==> config.mk <==
export PLATFORM = sky130hd
export DESIGN_NAME = muldiv_seq
export DESIGN_NICKNAME = d
export VERILOG_FILES = /design/src/rtl/muldiv_pkg.sv /design/src/rtl/muldiv_step.sv /design/src/rtl/muldiv_seq.sv
export SDC_FILE = /design/constraint.sdc
export NUM_CORES = 1
export LEC_CHECK = 0
export ABC_AREA = 0
export CELL_PAD_IN_SITES_DETAIL_PLACEMENT = 0
export CELL_PAD_IN_SITES_GLOBAL_PLACEMENT = 2
export CORE_MARGIN = 1.5
export CORE_UTILIZATION = 30
export CTS_BUF_LIST = sky130_fd_sc_hd__clkbuf_4 sky130_fd_sc_hd__clkbuf_8 sky130_fd_sc_hd__clkbuf_16
export DETAILED_ROUTE_END_ITERATION = 7
export PLACE_DENSITY = 0.8
export SYNTH_ARGS = -nofsm -noshare
export SYNTH_HDL_FRONTEND = slang
export SYNTH_SLANG_ARGS = --single-unit
==> constraint.sdc <==
create_clock -name clock -period 5.6 [get_ports clock]
set_input_delay 1.4 -clock clock [delete_from_list [all_inputs] [get_ports clock]]
set_output_delay 1.4 -clock clock [all_outputs]
set_load 0.01 [all_outputs]
==> src/rtl/muldiv_pkg.sv <==
// Shared types and constants for the sequential multiply/divide unit.
// Combinational helpers only; no latency and no flow control.
package muldiv_pkg;

    typedef enum logic [1:0] {
        ST_IDLE = 2'd0,
        ST_MUL  = 2'd1,
        ST_DIV  = 2'd2,
        ST_DONE = 2'd3
    } state_t;

    localparam int         ITER        = 32;
    localparam logic [4:0] EXC_MUL_OVF = 5'd4;
    localparam logic [4:0] EXC_DIV     = 5'd5;

    // Two's-complement magnitude; 0x80000000 maps to 2^31 read as unsigned.
    function automatic logic [31:0] abs32(input logic [31:0] v);
        return v[31] ? (~v + 32'd1) : v;
    endfunction

endpackage

==> src/rtl/muldiv_step.sv <==
// One iteration of shift-add multiply or restoring shift-subtract divide.
// Purely combinational, zero latency; no flow control.
module muldiv_step
    import muldiv_pkg::*;
(
    input  logic        is_div_i,
    input  logic [63:0] acc_i,
    input  logic [31:0] b_mag_i,
    output logic [63:0] acc_o
);

    logic [32:0] sum;
    logic [63:0] sh;
    logic [32:0] diff;

    always_comb begin
        sum   = '0;
        sh    = '0;
        diff  = '0;
        acc_o = acc_i;
        if (is_div_i) begin
            // Remainder lives in the high word, dividend/quotient in the low word.
            sh   = {acc_i[62:0], 1'b0};
            diff = {1'b0, sh[63:32]} - {1'b0, b_mag_i};
            if (!diff[32]) begin
                acc_o = {diff[31:0], sh[31:1], 1'b1};
            end else begin
                acc_o = sh;
            end
        end else begin
            // Partial product in the high word, multiplier bits shift out the bottom.
            sum   = {1'b0, acc_i[63:32]} + (acc_i[0] ? {1'b0, b_mag_i} : 33'd0);
            acc_o = {sum, acc_i[31:1]};
        end
    end

endmodule

==> src/rtl/muldiv_seq.sv <==
// Sequential signed 32x32 multiply (low word) and divide (quotient), one bit per cycle.
// Latency 33 cycles start->ready (2 for divide by zero); starts are ignored while busy.
module muldiv_seq
    import muldiv_pkg::*;
(
    input  logic        clock,
    input  logic        resetn,
    input  logic        start_mul,
    input  logic        start_div,
    input  logic [31:0] operand_a,
    input  logic [31:0] operand_b,
    output logic [31:0] result,
    output logic        ready,
    output logic        busy,
    output logic        stall,
    output logic        exception,
    output logic [4:0]  exc_code
);

    state_t      state_q,    state_d;
    logic [4:0]  count_q,    count_d;
    logic [63:0] acc_q,      acc_d;
    logic [31:0] b_mag_q,    b_mag_d;
    logic        sign_q,     sign_d;
    logic        is_div_q,   is_div_d;
    logic        div_zero_q, div_zero_d;
    logic        div_ovf_q,  div_ovf_d;

    logic [63:0] step_acc;
    logic [63:0] prod_signed;
    logic [31:0] quot_signed;
    logic        mul_ovf;
    logic        done;

    muldiv_step u_step (
        .is_div_i (is_div_q),
        .acc_i    (acc_q),
        .b_mag_i  (b_mag_q),
        .acc_o    (step_acc)
    );

    always_comb begin
        state_d    = state_q;
        count_d    = count_q;
        acc_d      = acc_q;
        b_mag_d    = b_mag_q;
        sign_d     = sign_q;
        is_div_d   = is_div_q;
        div_zero_d = div_zero_q;
        div_ovf_d  = div_ovf_q;
        case (state_q)
            ST_IDLE: begin
                if (start_mul || start_div) begin
                    acc_d      = {32'd0, abs32(operand_a)};
                    b_mag_d    = abs32(operand_b);
                    sign_d     = operand_a[31] ^ operand_b[31];
                    count_d    = '0;
                    is_div_d   = !start_mul;
                    div_zero_d = !start_mul && (operand_b == 32'd0);
                    div_ovf_d  = !start_mul && (operand_a == 32'h8000_0000)
                                            && (operand_b == 32'hFFFF_FFFF);
                    state_d    = start_mul ? ST_MUL : ST_DIV;
                end
            end
            ST_MUL, ST_DIV: begin
                if (state_q == ST_DIV && div_zero_q) begin
                    state_d = ST_DONE;
                end else begin
                    acc_d   = step_acc;
                    count_d = count_q + 5'd1;
                    if (count_q == 5'(ITER - 1)) begin
                        state_d = ST_DONE;
                    end
                end
            end
            default: state_d = ST_IDLE;
        endcase
    end

    always_ff @(posedge clock or negedge resetn) begin
        if (!resetn) begin
            state_q    <= ST_IDLE;
            count_q    <= '0;
            acc_q      <= '0;
            b_mag_q    <= '0;
            sign_q     <= 1'b0;
            is_div_q   <= 1'b0;
            div_zero_q <= 1'b0;
            div_ovf_q  <= 1'b0;
        end else begin
            state_q    <= state_d;
            count_q    <= count_d;
            acc_q      <= acc_d;
            b_mag_q    <= b_mag_d;
            sign_q     <= sign_d;
            is_div_q   <= is_div_d;
            div_zero_q <= div_zero_d;
            div_ovf_q  <= div_ovf_d;
        end
    end

    assign done        = (state_q == ST_DONE);
    assign prod_signed = sign_q ? (~acc_q + 64'd1) : acc_q;
    assign quot_signed = sign_q ? (~acc_q[31:0] + 32'd1) : acc_q[31:0];
    assign mul_ovf     = (prod_signed[63:32] != {32{prod_signed[31]}});

    always_comb begin
        result    = '0;
        exception = 1'b0;
        exc_code  = '0;
        if (done) begin
            if (is_div_q) begin
                if (div_zero_q) begin
                    result = '0;
                end else if (div_ovf_q) begin
                    result = 32'h8000_0000;
                end else begin
                    result = quot_signed;
                end
                exception = div_zero_q | div_ovf_q;
                exc_code  = (div_zero_q | div_ovf_q) ? EXC_DIV : 5'd0;
            end else begin
                result    = prod_signed[31:0];
                exception = mul_ovf;
                exc_code  = mul_ovf ? EXC_MUL_OVF : 5'd0;
            end
        end
    end

    assign ready = done;
    assign busy  = (state_q != ST_IDLE);
    assign stall = start_mul | start_div | busy;

endmodule

==> results of run 1 <==
==> kinds of logic (layout without fill, tap and decap cells) <==
| family | count (synthesis) | count (layout) | share of synthesized area |
|---|---|---|---|
| buffers and inverters | 158 | 244 | 0.05152 |
| adders and majority gates | 75 | 75 | 0.07914 |
| muxes | 45 | 45 | 0.03822 |
| DFF | 107 | 107 | 0.2223 |
| AOI/OAI and AO/OA | 488 | 488 | 0.2651 |
| and+or+nand+nor | 557 | 557 | 0.2279 |
| other | 1 | 3 | 0.0003113 |
| xor gates and xnor gates | 159 | 159 | 0.1156 |
==> per-stage QoR <==
| stage | total power, mW | hold WS [ns] | area, sq um | cells |
|---|---|---|---|---|
| global placement | 8.598 | 0.4634 | 13820 | 2183 |
| finish | 9.347 | 0.4854 | 14200 | 2203 |
| CTS | 9.305 | 0.4909 | 14170 | 2201 |
| floorplan | 6.426 | 0.4485 | 12050 | 1592 |
| global route | 10.20 | 0.5187 | 14200 | 2203 |
| detailed placement | 8.600 | 0.4728 | 13820 | 2183 |
==> how the worst min path moves through the flow <==
stage	slack, ns	start	end	cells after the start
6_report	0.49	b_mag_q[6]$_DFFE_PN0P_	b_mag_q[6]$_DFFE_PN0P_	2
5_1_grt	0.52	b_mag_q[5]$_DFFE_PN0P_	b_mag_q[5]$_DFFE_PN0P_	2
4_1_cts	0.49	b_mag_q[14]$_DFFE_PN0P_	b_mag_q[14]$_DFFE_PN0P_	2
3_5_place_dp	0.47	b_mag_q[14]$_DFFE_PN0P_	b_mag_q[14]$_DFFE_PN0P_	2
3_3_place_gp	0.46	b_mag_q[14]$_DFFE_PN0P_	b_mag_q[14]$_DFFE_PN0P_	2
2_1_floorplan	0.45	b_mag_q[31]$_DFFE_PN0P_	b_mag_q[31]$_DFFE_PN0P_	2
==> what timing repair did <==
action / in CTS / in global routing
gates resized for setup: 6 / 8
pin swaps: 1 / 3
setup buffers: 2 / 2
setup endpoints to repair: 2 / 2
==> power groups by stage <==
| stage | combinational (mW) | clock [mW] | sequential [mW] |
|---|---|---|---|
| after floorplan | 4.99 | 0 | 1.44 |
| after global placement | 7.04 | 0 | 1.56 |
| after detailed placement | 7.01 | 0 | 1.59 |
| after CTS | 7.03 | 0.689 | 1.58 |
| after global routing | 7.85 | 0.713 | 1.64 |
| final | 7.08 | 0.679 | 1.58 |
==> registers in the layout (all words and copies together), names as in the netlist <==
signal	cells
acc_q	64
b_mag_q	32
count_q	5
div_ovf_q	1
div_zero_q	1
is_div_q	1
sign_q	1
state_q	2
==> metal layers <==
metal  up-vias  wire [microns]
met1      5783           21040
met3        29            1349
li1       6031               -
met5         -               0
met4         0             527
met2       238           19570
==> cells in the final DEF, fill, tap and decap left out, drive strengths merged, types with 33 or more instances in the layout <==
cell	n
o31ai	37
nand2	194
clkdlybuf4s50	102
o41ai	33
o21ai	161
a21oi	81
dfrtp	107
ha	73
mux2i	37
xnor2	57
nor2	116
inv	65
xor2	102
buf	62
==> worst register-to-register path, delay by kind of cell, from the launching register on <==
kind,cells,cell delay [ns]
AOI/OAI and AO/OA,6,1.75
and+or+nand+nor,3,1.05
adders and majority gates,2,0.66
buffers and inverters,3,0.47
DFF,1,0.35
==> layout make-up <==
class	count	area, sq um
clock inverter	6	56.30
multi-input combinational	1327	8822
fill	4266	25440
sequential	107	2680
tap	525	656.9
clock buffer	10	239.0
timing repair buffer	166	1509
inverter	62	232.7
==> run summary, run 1 <==
Initial antenna violation count - 0
GR Util met1 - 0.2934
Final max-slew violation count - 0
# H-tree levels - 3
Worst slack at placement - 0.1489 ns
Die ar. - 0.04137 sq mm
Netlist cell types - 79
Pwr dens - 658.4 mW/mm^2
Final Hold Fails - 0
Final period util - 0.9697
Fin nets - 1816
Via count - 12080
Post-Synthesis Cells - 1590
CP required - 4.20 ns
Final RePlAce weighted congestion - 0.8832
Syn Area/Cell - 7.576 sq um
Synth-to-Final Area Change - 17.84%
Min-delay worst type - flip-flop to flip-flop
Crit path max fanout - 6
Share of the synthesized area in the top cell type - 0.2223
Hold Buf Count CTS - 0
Crit. path cell count - 10
Die Ht - 203.4 microns
Slowest cell on crit path - or4_4
Number of warnings issued by yosys - 0
Met3 Use GR - 0.01518
Leakage power - 5.912 nW
Status - finished clean
Clock period minus worst slack - 5.430 ns
Max incr delay on CP - 0.60 ns
Clock Path Buffers - 2
Synthesized cell area - 0.01205 sq mm
Routed Antenna Nets - 0
Rows - 73
First-pass GRT wire length - 66.93 mm
Share of cells above drive strength 1 - 0.07390
Sequential fraction of the synthesis area - 0.2223
Maxcap violations - 0
Kind of end point of the critical path - output port
M2 GR Usage - 0.3359
Cell Int Power - 4.246 mW
Reg power frac - 0.169
Buffers & Inverters on Critical Path - 1
Max VDD drop - 340.1 uV
Fmax - 0.1842 GHz
Total wire length - 42.49 mm
CP Cell Sequence - or3_4, or4_4, or4_4, or4_4, a211o_1, a311oi_2, o21ai_1, and4b_1, a31oi_2, clkbuf_2
Post-synthesis register bit count - 107
Power share of the combinational group - 0.758
Async set-or-reset flop fraction in the synthesized netlist - 1.000
Initial Utilization - 0.3039
Top-count cell post-synth - nand2_1
Root Driver - clkbuf_16
Die extent in x - 203.4 microns
Reg2Reg Depth - 14
Vias in the first global route - 11660
DR WL/cell - 19.29 microns
Switching share of total power - 0.5458
Origin of the worst setup path - acc_q[22]$_DFFE_PN0P_
Setup WS post-layout - 0.1699 ns
Kind of critical path - flip-flop to output port
Setup TNS - 0 ns
TritonCTS clock tree - built
Grt ovf - 0
Clock sinks - 107
Clock Skew - 0.01268 ns
R2r setup slk - 1.20 ns
CP delay by family, top - simple AND/OR/NAND/NOR gates
Vias per inst - 5.484
Arr. time, crit path - 4.03 ns
DP HPWL - 33.39 mm
CTS Buf Count - 9
FF-to-FF End - acc_q[45]$_DFFE_PN0P_
Rel. slew slack - 0.2280
Post-synth top cells - nand2_1 (194), o21ai_0 (159), nor2_1 (116)
CTS clk-pin slew, worst paths - 0.08 ns
RSZ-0062 raised after global routing - false
Diode count - 0
Worst Setup Start Kind - flip-flop
PortBufs - 105
Ports - 109
Top FF cell, synth - dfrtp_1
Crit-path most repeated cell - or4_4
Worst setup path endpoint - exception
# DRC - 0
GR peak layer - met2
Final setup fails - 0
Largest net degree at the start of global routing - 59
Worst-Margin Slew - 1.154 ns
Post-synth EDFFs - 0
Reg2reg start - acc_q[31]$_DFFE_PN0P_
Clk pwr share - 0.073
Total GRT Usage - 0.2049
Core outline area - 0.03964 sq mm
Clk_lat worst skew - 0.38 ns
Layout Utilization - 0.3581
1st-iter DRT viols - 696
Switching Power - 5.101 mW
Post-synth top area cell - dfrtp_1
Drt pass-1 iters - 6
Synth area leaders - dfrtp_1 (22%), ha_1 (7.6%), xor2_1 (7.4%)
(Power assumes the default switching activity.)
==> run 2: changes to the inputs <==
==> constraint.sdc (replaced) <==
create_clock -name clock -period 5.6 [get_ports clock]
set_input_delay 0.56 -clock clock [delete_from_list [all_inputs] [get_ports clock]]
set_output_delay 0.56 -clock clock [all_outputs]
set_load 0.01 [all_outputs]
==> run 2 against run 1 <==
Compared with the run above: cell area is 1.8% lower; core utilization fell by 0.64 points; sequential power increased by 9%; wire length shrank 2.6%; first-iteration DRC count is 12% higher; cell count is 1.5% lower; critical path type unchanged; clock skew is 0.0052 ns higher; global-route usage is 0.46 points lower; worst setup slack better by 0.18 ns; clock power rose by 4.1%.
==> run summary, run 2 (same netlist as run 1, synthesis figures left out) <==
Clk_lat worst skew - 0.38 ns
Drt pass-1 iters - 5
DP HPWL - 32.19 mm
Final setup fails - 0
Root Driver - clkbuf_16
FF-to-FF End - acc_q[55]$_DFFE_PN0P_
Post-route insts no fill - 2170
PortBufs - 105
Multi-input gate area - 0.008777 sq mm
Vias in the first global route - 11620
CP required - 5.04 ns
Commonest cells after routing, fill and taps aside - nand2_1 (193), o21ai_0 (159), nor2_1 (115)
Grt ovf - 0
# resized after CTS - 0
Initial Utilization - 0.3039
Max VDD drop - 383.2 uV
Vias per inst - 5.601
Core outline area - 0.03964 sq mm
Clk pwr share - 0.077
Switching Power - 5.028 mW
Die Ht - 203.4 microns
Fmax - 0.1905 GHz
Largest net degree at the start of global routing - 73
# H-tree levels - 3
Min-delay worst type - input pin to async pin
RSZ-0062 raised after global routing - false
Pwr dens - 661.7 mW/mm^2
Pwr Total - 9.225 mW
Fillers - 4270
Final RePlAce weighted congestion - 0.8967
Cell area after layout - 0.01394 sq mm
Leakage power - 5.748 nW
Reg power frac - 0.186
Setup TNS - 0 ns
Cell Int Power - 4.197 mW
Final max-slew violation count - 0
Total GRT Usage - 0.2002
Switching share of total power - 0.5450
Initial antenna violation count - 0
Post-CTS setup buffer count - 0
R2r setup slk - 1.12 ns
Arr. time, crit path - 4.69 ns
Share of cells above drive strength 1 - 0.05046
Kind of end point of the critical path - output port
Hold Buf Count CTS - 0
Worst Setup Start Kind - flip-flop
Status - finished clean
Reg2reg start - acc_q[0]$_DFFE_PN0P_
Die extent in x - 203.4 microns
# DRC - 0
Clock period minus worst slack - 5.249 ns
Total wire length - 41.37 mm
Register area - 0.002680 sq mm
Rel. slew slack - 0.2991
Rows - 73
Post-placement cell count - 2154
Clock Path Buffers - 2
CTS Buf Count - 9
Clock Skew - 0.01784 ns
Maxcap violations - 0
Synth-to-Final Area Change - 15.74%
Largest regs - acc_q (64), b_mag_q (32), count_q (5)
Largest register by flop count - acc_q
Final period util - 0.9373
TritonCTS clock tree - built
Fin nets - 1783
Ports - 109
Clock sinks - 107
Worst-Margin Slew - 1.045 ns
Largest register FFs - 64
CTS clk-pin slew, worst paths - 0.09 ns
DR WL/cell - 19.06 microns
1st-iter DRT viols - 777
First-pass GRT wire length - 65.70 mm
Via count - 12150
Placed cell area - 0.01363 sq mm
Die ar. - 0.04137 sq mm
Crit path max fanout - 12
Power share of the combinational group - 0.737
Final Hold Fails - 0
Kind of critical path - flip-flop to output port
Diode count - 0
Routed Antenna Nets - 0
Reg2Reg Depth - 13
Commonest non-fill, non-tap cell in the layout - nand2_1
run 2: area by class of cell:
class	count	area share
sequential	107	0.1922
inverter	62	0.01669
clock inverter	6	0.005205
tap	525	0.04711
multi-input combinational	1327	0.6295
clock buffer	10	0.01714
timing repair buffer	133	0.09208
run 2: stage by stage:
| step | setup slack [ns] | utilization | hold slack [ns] |
|---|---|---|---|
| after global routing | 0.06038 | 0.3517 | 0.4010 |
| after global placement | 0.7716 | 0.3439 | 0.4633 |
| after detailed placement | 0.7474 | 0.3439 | 0.4719 |
| final | 0.3512 | 0.3517 | 0.3237 |
| after floorplan | 1.507 | - | 0.2644 |
| after CTS | 0.3115 | 0.3517 | 0.3641 |
run 2: routing by layer:
metal	GRT usage	part of all wire
met3	0.02317	0.039
met5	0	0
met2	0.3233	0.46
met1	0.2787	0.48
met4	0.06111	0.022
run 2: critical path, stage by stage (launching register included):
cell and delay, ns:
dfrtp_1 0.47, nor4_2 0.51, nand4_1 0.42, or4_4 0.71, or4b_1 0.58, a22oi_1 0.21
a311o_1 0.18, a2111oi_0 0.06, and4b_1 0.23, a31oi_1 0.32, clkdlybuf4s50_1 0.61
run 2: how the worst max path moves through the flow:
| stage | startpoint | end | slack [ns] | cells past startpoint |
|---|---|---|---|---|
| floorplan | acc_q[0]$_DFFE_PN0P_ | exc_code[2] | 1.51 | 12 |
| global placement | acc_q[4]$_DFFE_PN0P_ | exc_code[2] | 0.77 | 10 |
| detailed placement | acc_q[4]$_DFFE_PN0P_ | exception | 0.75 | 10 |
| CTS | acc_q[4]$_DFFE_PN0P_ | exception | 0.31 | 10 |
| global route | acc_q[5]$_DFFE_PN0P_ | exc_code[2] | 0.06 | 10 |
| finish | acc_q[4]$_DFFE_PN0P_ | exception | 0.35 | 10 |
run 2: power by group through the flow:
| stage | registers (mW) | logic [mW] | clock network (mW) |
|---|---|---|---|
| final | 1.72 | 6.80 | 0.707 |
| after global routing | 1.79 | 7.55 | 0.757 |
| after CTS | 1.71 | 6.78 | 0.728 |
| after detailed placement | 1.73 | 6.75 | 0 |
| after global placement | 1.70 | 6.77 | 0 |
| after floorplan | 1.44 | 4.99 | 0 |
==> run 3: changes to the inputs <==
- CTS_CLUSTER_SIZE: default -> 25
- SKIP_CTS_REPAIR_TIMING: default -> 1
==> results of run 3 <==
Final layout, timing and power as in run 2 (identical DEF).
==> RTL edit, RTL diff (flow settings as in run 3) <==
Encoding of `state_t`: now one-hot (4 bits for 4 states).
--- a/src/rtl/muldiv_pkg.sv
+++ b/src/rtl/muldiv_pkg.sv
@@ -3,9 +3,9 @@
 package muldiv_pkg;
 
-    typedef enum logic [1:0] {
-        ST_IDLE = 2'd0,
-        ST_MUL  = 2'd1,
-        ST_DIV  = 2'd2,
-        ST_DONE = 2'd3
+    typedef enum logic [3:0] {
+        ST_IDLE = 4'b0001,
+        ST_MUL  = 4'b0010,
+        ST_DIV  = 4'b0100,
+        ST_DONE = 4'b1000
     } state_t;
 
Check against the original RTL: no difference found for any inputs over 10 cycles, from zero or initial values and one cycle with resetn low; not proved beyond that.
==> RTL edit against run 3 <==
  * Core utilization is 0.55 points higher
  * Power is 15% lower
  * Maximum frequency is 1.2% lower
  * Routed wire length is 1.8% lower
  * Largest cell class unchanged
  * Setup slack worse by 0.066 ns
  * Sequential cell count is 2 higher
  * Area after synthesis is 4.1% lower
  * Design area is 3.3% lower
  * Critical endpoint is now exc_code[2]
==> RTL edit: results (changes against run 3) <==
Placed design
  – Dpl cells: 2063 (-4.2%)
  – GP Congestion: 0.890 (-0.80%)
  – DP HPWL: 30.9 mm (-4.0%)

Timing
  – Post-layout min period: 5.31 ns (+0.0658 ns)
  – Clk_skew: 0.0155 ns (-0.00238 ns)
  – Final Hold Slack: 0.244 ns (-0.0793 ns)
  – Worst slew pin tran: 1.04 ns (-0.00705 ns)

Yosys
  – Syn Inst Count: 1508 (-5.2%)
  – Post-synthesis xor/xnor area fraction: 13.5% (+1.9 points)
  – Post-Synth Adder-Cell Area: 7.93% (+0.016 points)
  – Seq/Total Area, Yosys: 23.6% (+1.4 points)
  – Post-synth top cells: nor2_1 (147), nand2_1 (146), o21ai_0 (132)

Detailed routing
  – Initial DRC Count: 792 (+1.9%)
  – Routed len/inst: 19.5 um (+2.5%)
  – TritonRoute pass-1 iters: 7 (+2)

Outcome
  – Status: complete, no violations

Global routing
  – GRT Total Usage: 20.8% (+0.79 points)
  – Number of global-route vias before repair: 11131 (-4.2%)
  – Largest net degree at the start of global routing: 79 (+8.2%)

Power
  – Sw frac: 54.1% (-0.39 points)
  – P_clk: 734 uW (+3.8%)

Finish
  – Storage element area: 2730 sq um (+1.9%)
  – Fraction of layout cells with a size suffix above 1: 5.68% (+0.63 points)
  – Seq cells: 109 (+1.9%)
  – Post-layout util: 35.7% (+0.55 points)
  – Non-clk bufs: 137 (+3.0%)
  – Multi-input gates: 1244 (-6.3%)

Setup path
  – CP max-delay cell: or4b_2
  – Slowest stage delay, CP: 0.66 ns (-0.05 ns)
RTL edit: layer usage:
layer	vias to the layer above	wire (um)	track usage (%)
met3	42	1830	2.41
met2	273	18400	33.3
met4	0	746	5.47
met1	5524	19600	29.5
li1	5581	-	-
met5	-	0	0
RTL edit: final timing paths:
path / to / cells past startpoint / start
worst max-delay path: exc_code[2] / 14 / acc_q[0]
worst min-delay path: acc_q[5] / 1 / resetn
worst max register to register: acc_q[62] / 11 / acc_q[44]
worst min register to register: b_mag_q[27] / 2 / b_mag_q[27]
max in group asynchronous: is_div_q / 2 / resetn
min in group clock: b_mag_q[27] / 2 / b_mag_q[27]
RTL edit: cells by family after synthesis:
kind of cell / Yosys count
flip-flops: 109
AND/OR/NAND/NOR: 486
buffers and inverters: 157
AO/OA/AOI/OAI: 463
multiplexers: 42
other: 1
adder cells (fa/ha/maj): 72
XOR/XNOR: 178
